[config.mk]
export PLATFORM = sky130hd
export DESIGN_NAME = pipe_issue_ctrl
export DESIGN_NICKNAME = d
export VERILOG_FILES = /design/src/rtl/pipe_issue_ctrl.sv
export SDC_FILE = /design/constraint.sdc
export NUM_CORES = 1
export LEC_CHECK = 0
export BUFFER_PORTS_ARGS = -buffer_cell sky130_fd_sc_hd__buf_2
export CAP_MARGIN = 10
export CORE_MARGIN = 10
export CORE_UTILIZATION = 35
export CTS_BUF_LIST = sky130_fd_sc_hd__clkbuf_16
export CTS_CLUSTER_DIAMETER = 120
export CTS_CLUSTER_SIZE = 16
export DETAILED_ROUTE_END_ITERATION = 10
export GPL_ROUTABILITY_DRIVEN = 0
export PLACE_DENSITY_LB_ADDON = 0.15
export RECOVER_POWER = 50
export SETUP_SLACK_MARGIN = 0.4
export SLEW_MARGIN = 20
export SYNTH_ARGS = -nofsm -noshare
export SYNTH_HDL_FRONTEND = slang
export SYNTH_SLANG_ARGS = --single-unit
export TNS_END_PERCENT = 100
[constraint.sdc]
create_clock -name clk -period 2.2 [get_ports clk]
set_input_delay 0.44 -clock clk [delete_from_list [all_inputs] [get_ports clk]]
set_output_delay 0.44 -clock clk [all_outputs]
set_load 0.03 [all_outputs]
[src/rtl/pipe_issue_ctrl.sv]
// pipe_issue_ctrl
//   Issue controller between decode and execute of the 4-stage 8-bit pipeline.
//   A busy-bit scoreboard holds back any decoded instruction whose sources
//   or destination are still waiting for writeback. While the instruction
//   is held, IF/ID stalls and a NOP bubble is sent into ID/EX.
//   The block also contains:
//     - a debug run/drain/halt/single-step sequencer,
//     - saturating hazard-stall and wrapping issue counters,
//     - a watchdog that breaks a stall which never resolves.
//
// Ports
//   clk, reset                    clock, asynchronous active-high reset
//   dec_valid/opcode/rd/rs1/rs2   decoded instruction sitting in IF/ID
//   wb_valid, wb_dest             register commit from writeback
//   dbg_halt/step/resume          debug request pulses
//   issue, stall, bubble          combinational pipeline control
//   busy                          registered scoreboard, one bit per register
//   halted                        sequencer is parked in HALTED
//   stall_cnt, issue_cnt          performance counters
//   err_stuck                     sticky watchdog flag
module pipe_issue_ctrl #(
  parameter int NREGS     = 8,
  parameter int CNT_W     = 16,
  parameter int MAX_STALL = 64
) (
  input  logic             clk,
  input  logic             reset,
  input  logic             dec_valid,
  input  logic [3:0]       dec_opcode,
  input  logic [2:0]       dec_rd,
  input  logic [2:0]       dec_rs1,
  input  logic [2:0]       dec_rs2,
  input  logic             wb_valid,
  input  logic [2:0]       wb_dest,
  input  logic             dbg_halt,
  input  logic             dbg_step,
  input  logic             dbg_resume,
  output logic             issue,
  output logic             stall,
  output logic             bubble,
  output logic [NREGS-1:0] busy,
  output logic             halted,
  output logic [CNT_W-1:0] stall_cnt,
  output logic [CNT_W-1:0] issue_cnt,
  output logic             err_stuck
);

  typedef enum logic [1:0] {S_RUN, S_DRAIN, S_HALTED, S_STEP} state_t;

  localparam logic [3:0] OP_ADD  = 4'd0;
  localparam logic [3:0] OP_SUB  = 4'd1;
  localparam logic [3:0] OP_LOAD = 4'd2;

  state_t           state_q, state_d;
  logic [NREGS-1:0] busy_q, busy_d;
  logic [CNT_W-1:0] stall_cnt_q, stall_cnt_d;
  logic [CNT_W-1:0] issue_cnt_q, issue_cnt_d;
  logic [CNT_W-1:0] run_len_q, run_len_d;
  logic             err_stuck_q, err_stuck_d;

  logic reads_rs1, reads_rs2, writes_rd;
  logic hazard, can_issue, hz_stall;

  // Operand usage by opcode; anything that is not ADD/SUB/LOAD is a NOP.
  assign reads_rs1 = (dec_opcode == OP_ADD) || (dec_opcode == OP_SUB) || (dec_opcode == OP_LOAD);
  assign reads_rs2 = (dec_opcode == OP_ADD) || (dec_opcode == OP_SUB);
  assign writes_rd = reads_rs1;

  // Registered busy only: a same-cycle writeback releases a waiting reader
  // one cycle later, because there is no bypass path.
  assign hazard = dec_valid && ((reads_rs1 && busy_q[dec_rs1]) ||
                                (reads_rs2 && busy_q[dec_rs2]) ||
                                (writes_rd && busy_q[dec_rd]));

  // STEP leaves for DRAIN on its first issue, so while in STEP the step
  // has not yet issued.
  assign can_issue = (state_q == S_RUN) || (state_q == S_STEP);

  assign issue    = dec_valid && !hazard && can_issue;
  assign stall    = dec_valid && !issue;
  assign bubble   = !issue;
  assign hz_stall = stall && hazard;

  always_comb begin
    // NOTE: every always_comb output gets a default first, so no path leaves it unassigned and no latch is inferred.
    busy_d      = busy_q;
    stall_cnt_d = stall_cnt_q;
    issue_cnt_d = issue_cnt_q;
    err_stuck_d = err_stuck_q;
    state_d     = state_q;

    // The clear is applied first, so a set on the same register wins.
    if (wb_valid)             busy_d[wb_dest] = 1'b0;
    if (issue && writes_rd)   busy_d[dec_rd]  = 1'b1;

    if (issue) issue_cnt_d = issue_cnt_q + 1'b1;
    if (hz_stall && (stall_cnt_q != '1)) stall_cnt_d = stall_cnt_q + 1'b1;

    // Watchdog: a hazard stall that lasts too long is treated as a lost
    // writeback. The scoreboard is flushed so the held instruction can proceed.
    run_len_d = hz_stall ? run_len_q + 1'b1 : '0;
    if (run_len_d == CNT_W'(MAX_STALL)) begin
      err_stuck_d = 1'b1;
      busy_d      = '0;
      run_len_d   = '0;
    end

    unique case (state_q)
      S_RUN:    if (dbg_halt) state_d = S_DRAIN;
      S_DRAIN: begin
        if (dbg_resume)        state_d = S_RUN;
        else if (busy_q == '0) state_d = S_HALTED;
      end
      S_HALTED: begin
        if (dbg_resume)    state_d = S_RUN;
        else if (dbg_step) state_d = S_STEP;
      end
      S_STEP: begin
        if (dbg_resume) state_d = S_RUN;
        else if (issue) state_d = S_DRAIN;
      end
      default: state_d = S_RUN;
    endcase
  end

  // NOTE: the scoreboard is a small flop array, not a RAM, so it resets with the rest of the state.
  always_ff @(posedge clk or posedge reset) begin
    if (reset) begin
      state_q     <= S_RUN;
      busy_q      <= '0;
      stall_cnt_q <= '0;
      issue_cnt_q <= '0;
      run_len_q   <= '0;
      err_stuck_q <= 1'b0;
    end else begin
      // NOTE: sequential state uses non-blocking assignments, so every flop samples pre-edge values.
      state_q     <= state_d;
      busy_q      <= busy_d;
      stall_cnt_q <= stall_cnt_d;
      issue_cnt_q <= issue_cnt_d;
      run_len_q   <= run_len_d;
      err_stuck_q <= err_stuck_d;
    end
  end

  assign busy      = busy_q;
  assign halted    = (state_q == S_HALTED);
  assign stall_cnt = stall_cnt_q;
  assign issue_cnt = issue_cnt_q;
  assign err_stuck = err_stuck_q;

endmodule

### Word-level counts from Yosys, hierarchy flattened

Index checks and enable logic that the tools add are counted.

* $add $sub $neg: 3
* order comparisons: 6
* equality and inequality tests: 11
* reductions and logical operators: 23
* muxes and demuxes: 23
* bitwise operators: 3

Operator list (number)
* 16-bit by 1-bit adder with 16-bit output (second input constant): 3
* 16-bit 2-to-1 mux: 2
* 8-bit 2-to-1 mux: 3
* 16-bit by 7-bit == test with 1-bit output (second input constant): 1
* 3-bit by 4-bit < comparator with 1-bit output (second input constant): 4
* 16-bit inequality test (second input constant): 1
* 2-bit 2-to-1 mux: 7
* 1-bit logical AND: 12
* 1-bit binary-select mux with 3-bit select: 3
* 3-bit inequality test (second input constant): 3
* 8-bit AND: 1
* 8-bit logical NOT: 1
* 8-bit inverter: 1
* 8-bit bitwise OR: 1
* 2-bit case mux with 4 select lines: 1
* 1-bit demux with 3-bit select: 2
* 3-bit by 1-bit greater-or-equal comparator with 1-bit output (second input constant): 2
* 1-bit logical OR: 5
* 1-bit 2-to-1 mux: 5
* 2-bit == test (second input constant): 2
* 4-bit by 1-bit == test with 1-bit output (second input constant): 1
* 4-bit by 2-bit == test with 1-bit output (second input constant): 1
* 4-bit logical NOT: 1
* 4-bit AND reduction: 1
* 4 further kinds: 5

* input bits: 23
* register bits: 59
* output and inout port bits: 45
* logic and storage cells: 75

### Logic depth before layout (Yosys ltp)

Gate-level depths: netlist of the first run.

* word-level depth: 16
* mapped depth: 8
* depth with buffers taken out: 7

### Least setup slack after synthesis of the first run

No wires, ideal clock.

* path type: in2out
* start point: input dec_rd[1]
* end point: output stall
* setup slack: -0.387 ns
* path buffers: 1
* data required time: 1.760 ns
* arrival: 2.147 ns
* stages: 7
* cell sequence: buf_6 > mux4_1 > mux2_4 > o21ai_4 > nand2_4 > inv_1 > nor2_1

* cells in the longest elaborated chain, start to end: 10

Ends and longest elaborated chain
* start: declaration: line 30 `input logic [2:0] dec_rd,`
* 1-bit binary-select mux with 3-bit select: line 73 `(writes_rd && busy_q[dec_rd]));`
* 1-bit 2-to-1 mux (implied by the code): line 73
* 1-bit logical AND: line 73
* 1-bit logical OR: line 72 `(reads_rs2 && busy_q[dec_rs2]) ||`
* 1-bit logical AND: line 71 `assign hazard = dec_valid && ((reads_rs1 && busy_q[dec_rs1]) ||`
* 1-bit logical NOT: line 79 `assign issue = dec_valid && !hazard && can_issue;`
* 1-bit logical AND (2 in series): line 79
* net issue: line 38 `output logic issue,`
* 1-bit logical NOT: line 80 `assign stall = dec_valid && !issue;`
* 1-bit logical AND: line 80
* end: declaration: line 39 `output logic stall,`

The timed path passes the listed nets, and every way through them passes these cells. The select of a mux whose other input is x is not followed.

### Worst setup path in the final report of the first run

* start point: register busy_q[6] (netlist: busy[6])
* end point: output stall

* cells in the longest elaborated chain, start to end: 11
* elaborated cells on any way between the ends: 17
* classes of those cells: mux (6); reduce/logical (11)

Ends and longest elaborated chain
* start: declaration: line 55 `logic [NREGS-1:0] busy_q, busy_d;`
* start signal: assignment: line 138 `busy_q <= busy_d;`
* 1-bit binary-select mux with 3-bit select (on tied branches): line 71, 72
* 1-bit 2-to-1 mux (on tied branches): line 71, 72
* 1-bit logical AND (on tied branches): line 71, 72
* 1-bit logical OR: line 71
* 1-bit logical OR (*): line 72
* 1-bit logical AND (*): line 71
* 1-bit logical NOT (*): line 79
* 1-bit logical AND (*) (2 in series): line 79
* 1-bit logical NOT (*): line 80
* 1-bit logical AND (*): line 80

Mark *: on every way between the ends. The rest lies on a longest branch, timed or not. The select of a mux whose other input is x is not followed.

==> results of run 1 <==
-- layer usage --
layer  routed length [um]  vias to the layer above
li1                     -                     1435
met1                 3910                     1385
met2                 4380                       67
met3                  464                        9
met4                   75                        0
met5                    0                        -
-- flip-flops by register name, summed over array words and instances (netlist names) --
name	count
run_len_q	16
state_q	2
busy	8
issue_cnt	16
err_stuck	1
stall_cnt	16
-- critical path, stage by stage (launching register included) --
cell,delay [ps]
dfrtp_2,420
buf_4,160
mux4_2,450
nand2b_4,160
a21oi_2,210
nand2_4,90
clkinvlp_4,110
nor2_4,30
buf_6,140
-- cells in the final DEF, fill, tap and decap left out, drive strengths merged, types with 3 or more instances in the layout --
cell    count
nor2       36
nand4      11
xnor2      18
a21oi       5
nor2b       6
nand2      19
nand3      19
nor3       23
dfrtp      59
o21ai       8
xor2       27
ha          7
mux4        5
a22oi       6
buf       120
mux2        4
nor4       14
and3        7
a211o       3
clkinv      4
inv        14
clkbuf     11
-- Yosys cell counts, types with 2 or more instances --
cell type	n	area, um^2
xnor2_1	18	158
nor2b_1	6	37.5
and3_1	7	43.8
buf_6	2	22.5
nand3b_1	2	15.0
a22oi_1	6	45.0
a211o_1	3	26.3
or4_1	2	15.0
or2_2	2	12.5
nand2_1	18	67.6
nor4_1	13	81.3
nor3_2	2	20.0
buf_2	2	10.0
xor2_1	27	236
nor2_1	35	131
nand3_1	19	95.1
a32oi_1	2	17.5
nand4b_1	2	17.5
a31oi_1	2	12.5
dfrtp_1	59	1480
mux2i_1	2	20.0
mux2_2	2	22.5
clkbuf_1	2	7.51
a21oi_1	4	20.0
or3_1	2	12.5
ha_1	7	87.6
mux4_2	3	67.6
nor3_1	21	105
nand2b_1	2	12.5
mux2_4	2	30.0
mux4_1	2	52.6
o21ai_0	7	35.0
inv_1	13	48.8
nand4_1	11	68.8
-- logic make-up (layout without fill, tap and decap cells) --
group	Yosys count	after routing	synth area share, %
multiplexers	11	11	5.83
adder cells (fa/ha/maj)	7	7	2.65
buffers and inverters	21	152	3.03
AO/OA/AOI/OAI	33	33	7.27
AND/OR/NAND/NOR	152	152	24.7
XOR/XNOR	45	45	11.9
flip-flops	59	59	44.6
-- worst max-delay path by stage --
| stage | to | from | slack [ps] | cells past startpoint |
|---|---|---|---|---|
| floorplan | stall | dec_rd[1] | -140 | 7 |
| global placement | issue_cnt[15]$_DFFE_PP0P_ | dec_rs1[1] | -220 | 8 |
| detailed placement | issue_cnt[14]$_DFFE_PP0P_ | dec_rs1[1] | -260 | 8 |
| CTS | bubble | busy[6]$_DFF_PP0_ | -340 | 6 |
| global route | stall | busy[6]$_DFF_PP0_ | -400 | 8 |
| finish | stall | busy[6]$_DFF_PP0_ | -320 | 8 |
-- area by class of cell --
type                            count  area, um^2  share of cell area, %
Clock buffer                        9         225                   4.62
Clock inverter                      7        30.0                  0.616
Inverter                           13        56.3                   1.16
Multi-Input combinational cell    248        2020                   41.5
Sequential cell                    59        1490                   30.6
Tap cell                          129         161                   3.31
Timing Repair Buffer              123         890                   18.3
-- timing repair --
action | 4_1_cts | 5_1_grt
buffers inserted | 4 | 7
pin swaps | 4 | 22
gates cloned | 1 | 0
endpoints found under the setup margin | 62 | 62
hold buffers | 0 | 0
resized for setup | 21 | 22
-- power by group through the flow --
stage / registers (mW) / clock network, mW / logic [mW]
finish: 1.46 / 1.20 / 1.69
global route: 1.49 / 1.28 / 1.82
CTS: 1.45 / 1.26 / 1.54
detailed placement: 1.47 / 0 / 1.42
global placement: 1.47 / 0 / 1.41
floorplan: 1.74 / 0 / 0.616
-- per-stage QoR --
stage          std cells  util [%]  worst slack [ps]  power, mW  hold slack [ps]
5_1_grt              588      52.7              -396       4.59              503
3_5_place_dp         560      46.6              -257       2.89              460
6_report             588      52.7              -318       4.35              461
3_3_place_gp         560      46.6              -219       2.87              461
4_1_cts              581      51.2              -340       4.25              212
2_1_floorplan        328         -              -137       2.36              446
==> impl_metrics.yaml, run 1 <==
die:
  start_util_pct: 35.8
  row_count: 35
  dieArea_um2: 13700
  die_y_um: 117
  fp.dieW_um: 117
  io_pins: 68
  coreArea_um2: 9240
sta:
  rsz0062_at_grt: "yes"
  fin_ws_ps: -318
  drv_slew: 17
  finalSetupViolCount: 52
  period_needed_ps: 2520
  maxSlewHeadroom_pct: -0.0111
  setup_tns_ps: -8530
  fin_crit_sh_pct: 114
  skew_ps: 8.16
  worst_slew_pin_slew_ps: 1500
  max_freq_ghz: 0.397
  finalHoldViolCount: 0
setup_path:
  timing.rr.start: "busy[6]$_DFF_PP0_"
  worstRegToRegCells: 10
  cp-end-kind: "output port"
  critPathRequiredTime_ps: 1760
  crit_arrival_ps: 2080
  r2r_slack_ps: -240
  critical_path_class: "reg2out"
  r2r_end: "stall_cnt[1]$_DFFE_PP0P_"
  critPathLaunchType: "register"
  cp_max_fo: 4
yosys:
  synth_seq_cells: 59
  synth-seq-area-share_pct: 44.6
  postSynthCellCount: 328
  ys.flop_type: "dfrtp_1"
  yosys.cell_types.count: 53
  mappedNetlistArea_um2: 3310
  postSynthAreaPerCell_um2: 10.1
  ys_async_sr_fraction_pct: 100
  ys_warn_count: 0
  syn_nets: 358
  synth_edf_count: 0
flow_run:
  cap_violations: 1
layout:
  num_antenna_cells: 0
  fill_cells: 824
  area_delta_synth_final_pct: 47.4
  fin_area_um2: 4870
  layout.nets: 484
  drive_above_1_share_pct: 44.4
detailed_routing:
  drc: 0
  drtIter0Drc: 116
  viasPerCell: 4.93
  drt_wl_total_um: 8840
  num_vias: 2896
  drt_first_pass_iters: 4
  wl_per_cell_um: 15.0
  antenna_left: 0
grt:
  track_usage_pct: 12.8
  antenna_found_initial: 0
  grt_max_degree: 60
  grt_pass1_vias: 2937
  met2_usage_pct: 22.2
  grt_overflow: 0
  met1_usage_pct: 15.3
  met3_usage_pct: 3.06
  grt_pass1_wl_um: 14000
  busiest_layer: "met2"
power:
  ir_drop_mv: 0.513
  comb_power_share_pct: 38.9
  p_sw_mw: 1.66
  p_seq_share_pct: 33.5
  p_leak_nw: 2.26
  clock_power_share_pct: 27.6
  sw_frac_of_total_pct: 38.2
  cellPowerDensity_nw_per_um2: 894
  internal-power_mw: 2.69
place:
  io_buffers: 67
  hpwl_um: 6500
  detailed_place.area_um2: 4300
status:
  outcome: "finished, violations left"
  violations: "capacitance limit, slew limit, setup timing"
cts:
  cts-root-buf: "clkbuf_16"
  clk_path_buf_depth: 2
  cts_sinks: 59
  cts_tree: "built"
  cts_buffers: 9
  clk_latency_ps: 320
  htree_levels: 3
  clk_pin_slew_worst_paths_ps: 50
hold_path:
  hold_start: "issue_cnt[15]$_DFFE_PP0P_"
  worstHoldPathCells: 1
  holdPathEnd: "issue_cnt[15]$_DFFE_PP0P_"
  worstHoldPathType: "reg2reg"
(Power assumes the default switching activity.)
==> run 2, diff against run 1 <==
==> constraint.sdc (replaced) <==
create_clock -name clk -period 3.3 [get_ports clk]
set_input_delay 0.66 -clock clk [delete_from_list [all_inputs] [get_ports clk]]
set_output_delay 0.66 -clock clk [all_outputs]
set_load 0.03 [all_outputs]
==> impl_metrics.yaml, run 2 (synthesis gave the netlist of run 1 again) <==
place:
  detailed_place.area_um2: 3790
  hpwl_um: 5890
  dpl.cell_count: 520
  io_buffers: 67
power:
  sw_frac_of_total_pct: 37.4
  internal-power_mw: 1.69
  cellPowerDensity_nw_per_um2: 663
  p_leak_nw: 1.80
  p_sw_mw: 1.01
  clock_power_share_pct: 33.3
  p_seq_share_pct: 36.8
  power_mw: 2.69
  ir_drop_mv: 0.304
  comb_power_share_pct: 29.9
layout:
  drive_above_1_share_pct: 21.3
  num_antenna_cells: 0
  mostFrequentLayoutCells: "dfrtp_1 (59), buf_2 (43), nor2_1 (34)"
  final_common_cell: "dfrtp_1"
  area_delta_synth_final_pct: 22.9
  finalNonFillerCells: 538
  layout.nets: 434
  fin_area_um2: 4060
grt:
  track_usage_pct: 12.4
  grt_max_degree: 60
  grt_pass1_vias: 2631
  grt_overflow: 0
  grt_pass1_wl_um: 13300
  antenna_found_initial: 0
setup_path:
  crit_slowest_cell: "mux4_2"
  cp_max_fo: 7
  critPathRequiredTime_ps: 2640
  timing.rr.start: "busy[1]$_DFF_PP0_"
  crit_arrival_ps: 2170
  critical_path_class: "in2out"
  cpPeakStageDelay_ps: 490
  crit_family: "multiplexers"
  path_buf_inv: 3
  critPathLaunchType: "input port"
  crit_top_cell: "clkbuf_4"
  cp-end-kind: "output port"
  startpoint: "dec_rd[1]"
  cp_cell_sequence: "clkbuf_4 -> mux4_2 -> mux2_4 -> o21ai_4 -> nand2_4 -> clkinvlp_4 -> nor2_2 -> clkbuf_4"
die:
  row_count: 35
  coreArea_um2: 9240
  die_y_um: 117
  start_util_pct: 35.8
  fp.dieW_um: 117
  io_pins: 68
  dieArea_um2: 13700
sta:
  setup_tns_ps: 0
  maxSlewHeadroom_pct: 0.254
  rsz0062_at_grt: "no"
  holdWs_ps: 460
  finalSetupViolCount: 0
  drv_slew: 0
  worst_slew_pin_slew_ps: 1500
  fin_crit_sh_pct: 85.6
  max_freq_ghz: 0.354
  skew_ps: 5.90
  period_needed_ps: 2830
  finalHoldViolCount: 0
status:
  outcome: "finished, violations left"
  violations: "capacitance limit"
detailed_routing:
  drc: 0
  viasPerCell: 4.99
  num_vias: 2682
  wl_per_cell_um: 15.0
  drt_wl_total_um: 8080
  drtIter0Drc: 111
  drt_first_pass_iters: 4
  antenna_left: 0
hold_path:
  hold_start: "issue_cnt[15]$_DFFE_PP0P_"
  worstHoldPathType: "reg2reg"
cts:
  cts_buffers: 9
  htree_levels: 3
  clk_path_buf_depth: 2
  cts_tree: "built"
  cts_sinks: 59
  holdBufCountCts: 0
  cts-root-buf: "clkbuf_16"
  clk_latency_ps: 320
  clk_pin_slew_worst_paths_ps: 50
flow_run:
  cap_violations: 1
## run 2: final cells by class
class	instances	area, um^2
tap	129	161
fill	901	5180
sequential	59	1480
inverter	13	52.6
clock buffer	9	225
clock inverter	7	60.1
multi-input combinational	248	1730
timing repair buffer	73	355
## run 2: per-stage QoR
stage	util [%]	setup slack, ps
final	44.0	474
after global routing	44.0	414
after CTS	44.2	440
after detailed placement	41.0	321
after global placement	41.0	348
after floorplan	-	436
## run 2: power groups by stage
stage	clock [mW]	sequential, mW	combinational [mW]
after floorplan	0	1.16	0.395
after global placement	0	0.997	0.811
after detailed placement	0	0.999	0.818
after CTS	0.921	0.988	0.822
after global routing	0.966	1.01	0.882
final	0.898	0.991	0.804
## run 2: final timing paths
| kind | end | slack [ps] | cells after the start |
|---|---|---|---|
| setup / recovery | stall | 470 | 8 |
| hold / removal | issue_cnt[15]$_DFFE_PP0P_ | 460 | 1 |
| setup reg to reg | stall_cnt[1]$_DFFE_PP0P_ | 700 | 8 |
| hold reg to reg | issue_cnt[15]$_DFFE_PP0P_ | 460 | 1 |
| max in group asynchronous | issue_cnt[15]$_DFFE_PP0P_ | 1550 | 3 |
| min in group asynchronous | stall_cnt[12]$_DFFE_PP0P_ | 840 | 3 |
## run 2: metal layers
layer  wire (um)  share of wire, %  global-route usage, %
met5           0                 0                      0
met4         133               1.6                   5.27
met3         483               6.0                   4.43
met2        3550                44                   17.7
met1        3920                48                   16.5
## run 2: timing repair
item | in CTS | in global routing
gates resized for setup | 0 | 5
setup endpoints to repair | 2 | 2
hold endpoints to repair | 0 | 0
setup buffers | 1 | 1
pin swaps | 1 | 1
